==> config.mk <==
export PLATFORM = sky130hd
export DESIGN_NAME = puzzle2_range_sched
export DESIGN_NICKNAME = d
export VERILOG_FILES = /design/src/rtl/puzzle2_range_sched.sv
export SDC_FILE = /design/constraint.sdc
export NUM_CORES = 2
export LEC_CHECK = 0
export ABC_AREA = 1
export CAP_MARGIN = 10
export CORE_UTILIZATION = 55
export DETAILED_ROUTE_END_ITERATION = 10
export PLACE_DENSITY = 0.78
export SYNTH_ARGS = -nofsm -noshare
export SYNTH_HDL_FRONTEND = slang
export SYNTH_SLANG_ARGS = --single-unit
==> constraint.sdc <==
create_clock -name clk -period 5.7 [get_ports clk]
set_clock_uncertainty 0.2 [all_clocks]
set_input_delay 0.57 -clock clk [delete_from_list [all_inputs] [get_ports clk]]
set_output_delay 0.57 -clock clk [all_outputs]
set_load 0.05 [all_outputs]
==> src/rtl/puzzle2_range_sched.sv <==
// puzzle2_range_sched
//   Buffers inclusive ID ranges from the input loader in a small FIFO and
//   hands them to the puzzle2_1 summing core one at a time. Each range is
//   started with a one-cycle core_wr_en pulse; the scheduler then waits for
//   core_valid. When the range marked last completes, the core's cumulative
//   sum is latched into final_sum and done is raised.
//
// Ports
//   clk, reset (async, active-low), soft_clr (sync clear, same effect)
//   in_valid/in_ready/in_lo/in_hi/in_last : loader stream
//   core_wr_en/core_id1/core_id2           : range start to the core
//   core_valid/core_sum                    : core completion and running sum
//   busy, done, final_sum, range_cnt, err  : status

module puzzle2_range_sched #(
    parameter int unsigned DEPTH = 4,
    parameter int unsigned W     = 64,
    parameter int unsigned WDOG  = 1048576
) (
    input  logic         clk,
    input  logic         reset,
    input  logic         soft_clr,
    input  logic         in_valid,
    output logic         in_ready,
    input  logic [W-1:0] in_lo,
    input  logic [W-1:0] in_hi,
    input  logic         in_last,
    output logic         core_wr_en,
    output logic [W-1:0] core_id1,
    output logic [W-1:0] core_id2,
    input  logic         core_valid,
    input  logic [W-1:0] core_sum,
    output logic         busy,
    output logic         done,
    output logic [W-1:0] final_sum,
    output logic [15:0]  range_cnt,
    output logic         err
);

    localparam int unsigned     AW        = $clog2(DEPTH);
    localparam int unsigned     WW        = $clog2(WDOG);
    localparam logic [AW:0]     C_FULL    = (AW+1)'(DEPTH);
    localparam logic [WW-1:0]   C_WD_LAST = WW'(WDOG - 1);

    typedef enum logic [2:0] {
        S_IDLE,
        S_ISSUE,
        S_WAIT,
        S_DONE,
        S_ERR
    } state_t;

    state_t          r_state;
    state_t          w_next;

    logic [W-1:0]    r_mem_lo   [DEPTH];
    logic [W-1:0]    r_mem_hi   [DEPTH];
    logic            r_mem_last [DEPTH];
    logic [AW-1:0]   r_wptr;
    logic [AW-1:0]   r_rptr;
    logic [AW:0]     r_count;
    logic            r_last_seen;
    logic            r_inflight_last;
    logic            r_blank;
    logic [WW-1:0]   r_wd;
    logic            r_wr_en;
    logic [W-1:0]    r_id1;
    logic [W-1:0]    r_id2;
    logic [W-1:0]    r_final;
    logic [15:0]     r_cnt;

    logic            w_full;
    logic            w_empty;
    logic            w_push;
    logic            w_pop;
    logic            w_swap;
    logic            w_complete;
    logic            w_wd_exp;

    assign w_full     = (r_count == C_FULL);
    assign w_empty    = (r_count == '0);
    assign in_ready   = !w_full && !r_last_seen && (r_state != S_DONE) && (r_state != S_ERR);
    assign w_push     = in_valid && in_ready;
    assign w_pop      = (r_state == S_ISSUE);
    assign w_swap     = (in_lo > in_hi);
    // The first WAIT cycle is blanked so a valid level left over from the
    // previous range cannot complete the new one.
    assign w_complete = (r_state == S_WAIT) && !r_blank && core_valid;
    assign w_wd_exp   = (r_state == S_WAIT) && !w_complete && (r_wd == C_WD_LAST);

    always_ff @(posedge clk or negedge reset) begin
        if (!reset) begin
            r_state <= S_IDLE;
        end else begin
            r_state <= w_next;
        end
    end

    always_comb begin
        w_next = r_state;
        case (r_state)
            S_IDLE:  if (!w_empty) w_next = S_ISSUE;
            S_ISSUE: w_next = S_WAIT;
            S_WAIT: begin
                if (w_complete) begin
                    w_next = r_inflight_last ? S_DONE : S_IDLE;
                end else if (w_wd_exp) begin
                    w_next = S_ERR;
                end
            end
            S_DONE:  w_next = S_DONE;
            S_ERR:   w_next = S_ERR;
            default: w_next = S_IDLE;
        endcase
        if (soft_clr) w_next = S_IDLE;
    end

    always_ff @(posedge clk or negedge reset) begin
        if (!reset) begin
            for (int unsigned i = 0; i < DEPTH; i++) begin
                r_mem_lo[i]   <= '0;
                r_mem_hi[i]   <= '0;
                r_mem_last[i] <= 1'b0;
            end
            r_wptr          <= '0;
            r_rptr          <= '0;
            r_count         <= '0;
            r_last_seen     <= 1'b0;
            r_inflight_last <= 1'b0;
            r_blank         <= 1'b0;
            r_wd            <= '0;
            r_wr_en         <= 1'b0;
            r_id1           <= '0;
            r_id2           <= '0;
            r_final         <= '0;
            r_cnt           <= '0;
        end else if (soft_clr) begin
            for (int unsigned i = 0; i < DEPTH; i++) begin
                r_mem_lo[i]   <= '0;
                r_mem_hi[i]   <= '0;
                r_mem_last[i] <= 1'b0;
            end
            r_wptr          <= '0;
            r_rptr          <= '0;
            r_count         <= '0;
            r_last_seen     <= 1'b0;
            r_inflight_last <= 1'b0;
            r_blank         <= 1'b0;
            r_wd            <= '0;
            r_wr_en         <= 1'b0;
            r_id1           <= '0;
            r_id2           <= '0;
            r_final         <= '0;
            r_cnt           <= '0;
        end else begin
            r_wr_en <= w_pop;

            if (w_push) begin
                r_mem_lo[r_wptr]   <= w_swap ? in_hi : in_lo;
                r_mem_hi[r_wptr]   <= w_swap ? in_lo : in_hi;
                r_mem_last[r_wptr] <= in_last;
                r_wptr             <= r_wptr + 1'b1;
                if (in_last) r_last_seen <= 1'b1;
            end

            if (w_pop) begin
                r_id1           <= r_mem_lo[r_rptr];
                r_id2           <= r_mem_hi[r_rptr];
                r_inflight_last <= r_mem_last[r_rptr];
                r_rptr          <= r_rptr + 1'b1;
                r_wd            <= '0;
                r_blank         <= 1'b1;
            end else if (r_state == S_WAIT) begin
                r_blank <= 1'b0;
                r_wd    <= r_wd + 1'b1;
            end

            case ({w_push, w_pop})
                2'b10:   r_count <= r_count + 1'b1;
                2'b01:   r_count <= r_count - 1'b1;
                default: r_count <= r_count;
            endcase

            if (w_complete) begin
                r_cnt <= r_cnt + 16'd1;
                if (r_inflight_last) r_final <= core_sum;
            end
        end
    end

    assign core_wr_en = r_wr_en;
    assign core_id1   = r_id1;
    assign core_id2   = r_id2;
    assign busy       = (r_state == S_ISSUE) || (r_state == S_WAIT);
    assign done       = (r_state == S_DONE);
    assign err        = (r_state == S_ERR);
    assign final_sum  = r_final;
    assign range_cnt  = r_cnt;

endmodule
==> impl_metrics.py <==
metrics = {
    "status": {
        "outcome": "finished clean",
    },
    "layout": {
        "num-fill-cells": 5474,
        "multi_input_area_um2": 16300,
        "syn_to_final_growth_pct": 18.9,
        "nets": 4944,
        "postLayoutCoreUtil_pct": 66.1,
        "final_cell_mix": "nand2_1, dfrtp_1, nand3_1",
        "final_common_cell": "nand2_1",
        "seq_area_um2": 19000,
        "final_layout_size_suffix_gt1_share_pct": 7.58,
    },
    "timing": {
        "finalCriticalPeriod_ns": 3.98,
        "rsz0062_at_grt": "no",
        "setup_viol": 0,
        "tns_ns": 0,
        "hold_viol": 0,
        "slew_headroom_pct": 27.0,
        "fin_crit_sh_pct": 69.9,
        "maxSlewViolCount": 0,
        "max_freq_ghz": 0.251,
        "tightest_slew_ns": 1.09,
    },
    "floorplanning": {
        "fp.coreArea_um2": 67300,
        "fp.dieW_um": 263,
        "io_pins": 411,
        "rows": 95,
        "die_h_um": 263,
        "initial_utilization_pct": 55.6,
        "dieArea_um2": 69000,
    },
    "synthesis": {
        "syn_inst": 4435,
        "synth.top_cells.by_area": "dfrtp_1, nand2_1, nand3_1, o21ai_0, a22o_1",
        "yosys.area.top_type": "dfrtp_1",
        "synth-seq-cells": 758,
        "synth_edf_count": 0,
        "synth.distinct_cells": 50,
        "synth_ff_type": "dfrtp_1",
        "seq_area_frac_synth_pct": 50.7,
        "async_flop_share_pct": 100,
        "synth_top_area_share_pct": 50.7,
        "synth_nets": 4704,
        "yosys_warnings": 0,
        "syn_area_per_cell_um2": 8.43,
        "netlist_area_um2": 37400,
    },
    "cts": {
        "tritoncts": "done",
        "clk_latency_ns": 0.63,
        "htreeDepth": 3,
        "cts_resized": 0,
        "numClockSinks": 758,
        "clk_pin_slew_ns": 0.06,
        "cts_buffers": 82,
        "cts_setup_buffers": 0,
        "cts_root_buf": "clkbuf_16",
        "clk_path_buf_depth": 3,
        "holdBufCountCts": 1,
    },
    "worst_setup_path": {
        "worstReg2RegStart": "r_rptr[0]$_DFFE_PN0P_",
        "worstSetupPathType": "primary input to flip-flop",
        "reg2reg_slack_ns": 2.31,
        "cp.arrival_ns": 4.29,
        "reg2reg_to": "core_id2[14]$_DFFE_PN0P_",
        "reg2regPathDepth": 5,
        "critPathLaunchType": "primary input",
        "required_ns": 6.01,
        "path_max_fanout": 53,
        "worst_setup_path_end_kind": "flip-flop",
    },
    "place": {
        "gp_congestion": 0.856,
        "dp_hpwl_um": 65200,
        "io_buffers": 410,
    },
    "grt": {
        "grt_pass1_wl_um": 181000,
        "track_usage_pct": 32.8,
        "antenna_found_initial": 4,
        "grt_pass1_vias": 33200,
        "gr-total-overflow": 0,
        "grt_max_degree": 140,
    },
    "job": {
        "cap_violations": 0,
    },
    "hold_path": {
        "hold_depth": 2,
        "min_from": "r_mem_hi[151]$_DFFE_PN0P_",
        "min_to": "r_mem_hi[151]$_DFFE_PN0P_",
        "holdCritPathClass": "flip-flop to flip-flop",
    },
    "power_and_ir_drop": {
        "power_density_nw_per_um2": 391,
        "ir_drop_mv": 0.255,
        "leakagePower_nw": 23.0,
    },
    "routing": {
        "firstDrtPassIters": 6,
        "vias": 33600,
        "drcViolationCount": 0,
        "drt-total-wl_um": 114000,
        "ant_nets": 0,
        "viasPerCell": 5.98,
        "wl_per_cell_um": 20.2,
        "drt_iter0_drc": 3334,
    },
}
-- worst max path at each step --
stage	slack, ns	start	to	cells after the start
after CTS	1.77	in_hi[45]	r_mem_hi[117]$_DFFE_PN0P_	13
final	1.72	in_hi[45]	r_mem_hi[113]$_DFFE_PN0P_	13
after global routing	1.47	in_hi[55]	r_mem_hi[246]$_DFFE_PN0P_	13
after global placement	1.19	in_hi[55]	r_mem_hi[118]$_DFFE_PN0P_	13
after detailed placement	1.11	in_hi[45]	r_mem_hi[117]$_DFFE_PN0P_	13
after floorplan	3.13	in_hi[55]	r_mem_hi[254]$_DFFE_PN0P_	13
-- critical path: stages --
cell and delay (ns):
clkdlybuf4s50_1 0.46, inv_1 0.13, ha_1 0.33, nand4_1 0.15, nor2_1 0.32, nand3b_1 0.27
nor2_4 0.22, nand2_2 0.13, nand2_8 0.39, buf_4 0.70, nand3_1 0.30, nand3_1 0.17
nand2_1 0.06
-- cell type report --
| type | instances | share of cell area (%) |
|---|---|---|
| Inverter | 204 | 1.78 |
| Antenna cell | 4 | 0.0225 |
| Tap cell | 873 | 2.46 |
| Clock buffer | 121 | 5.58 |
| Clock inverter | 23 | 0.543 |
| Sequential cell | 758 | 42.7 |
| Timing Repair Buffer | 451 | 10.4 |
| Multi-Input combinational cell | 3178 | 36.6 |
-- layer usage --
metal  up-vias  global-route usage (%)  wire, µm
met1     16200                    44.5     46200
met3       287                    6.43     10900
met2      1769                    51.2     52100
li1      15300                       -         -
met4         0                    15.1      4450
met5         -                       0         0
-- through the flow --
stage                     setup WS, ns  power [mW]  instances  area [µm²]  hold slack, ns
after CTS                         1.77        17.4       5608       44400           0.261
after detailed placement          1.11        12.0       5463       41700           0.259
after global placement            1.19        11.9       5463       41700           0.253
after floorplan                   3.13        10.1       4435       37400          0.0744
final                             1.72        17.4       5612       44500           0.274
after global routing              1.47        18.1       5612       44500           0.283
-- synth_stat cells, types with 2 or more instances --
| cell type | count |
|---|---|
| a211oi_1 | 4 |
| a21o_1 | 2 |
| a21oi_1 | 79 |
| a22o_1 | 132 |
| and3_1 | 3 |
| buf_1 | 16 |
| buf_12 | 11 |
| buf_2 | 85 |
| buf_4 | 8 |
| buf_6 | 7 |
| clkbuf_1 | 168 |
| clkinv_1 | 2 |
| dfrtp_1 | 758 |
| ha_1 | 70 |
| inv_1 | 190 |
| inv_2 | 11 |
| nand2_1 | 1257 |
| nand2_2 | 6 |
| nand2_4 | 102 |
| nand3_1 | 700 |
| nand3_2 | 41 |
| nand4_1 | 7 |
| nor2_1 | 308 |
| nor2_4 | 2 |
| nor3_1 | 10 |
| nor3_2 | 4 |
| nor3b_1 | 2 |
| nor4_1 | 3 |
| o21a_1 | 4 |
| o21ai_0 | 284 |
| o21ai_1 | 5 |
| o21bai_1 | 3 |
| o22ai_1 | 132 |
| o31ai_1 | 2 |
| xor2_1 | 2 |
-- report_power, final --
group / internal [mW] / switching (mW)
clock: 3.15 / 2.23
sequential: 6.01 / 0.473
combinational: 1.68 / 3.83
-- state kept, by name (all words and copies together), names as in the netlist --
register / flops
r_last_seen: 1
r_inflight_last: 1
range_cnt: 16
core_id2: 64
r_state: 3
core_wr_en: 1
r_wd: 20
r_wptr: 2
r_rptr: 2
core_id1: 64
final_sum: 64
r_blank: 1
r_mem_last: 4
r_mem_lo: 256
r_mem_hi: 256
r_count: 3
-- logic make-up (layout without fill, tap and decap cells) --
| family | count (synthesis) | in the layout | synth area share, % |
|---|---|---|---|
| AOI/OAI and AO/OA | 651 | 651 | 10.6 |
| xor gates and xnor gates | 3 | 3 | 0.0703 |
| adders and majority gates | 71 | 71 | 2.40 |
| buffers and inverters | 499 | 799 | 6.00 |
| DFF | 758 | 758 | 50.7 |
| other | 0 | 4 | 0 |
| and+or+nand+nor | 2453 | 2453 | 30.2 |
Power figures use the tool's default switching activity.
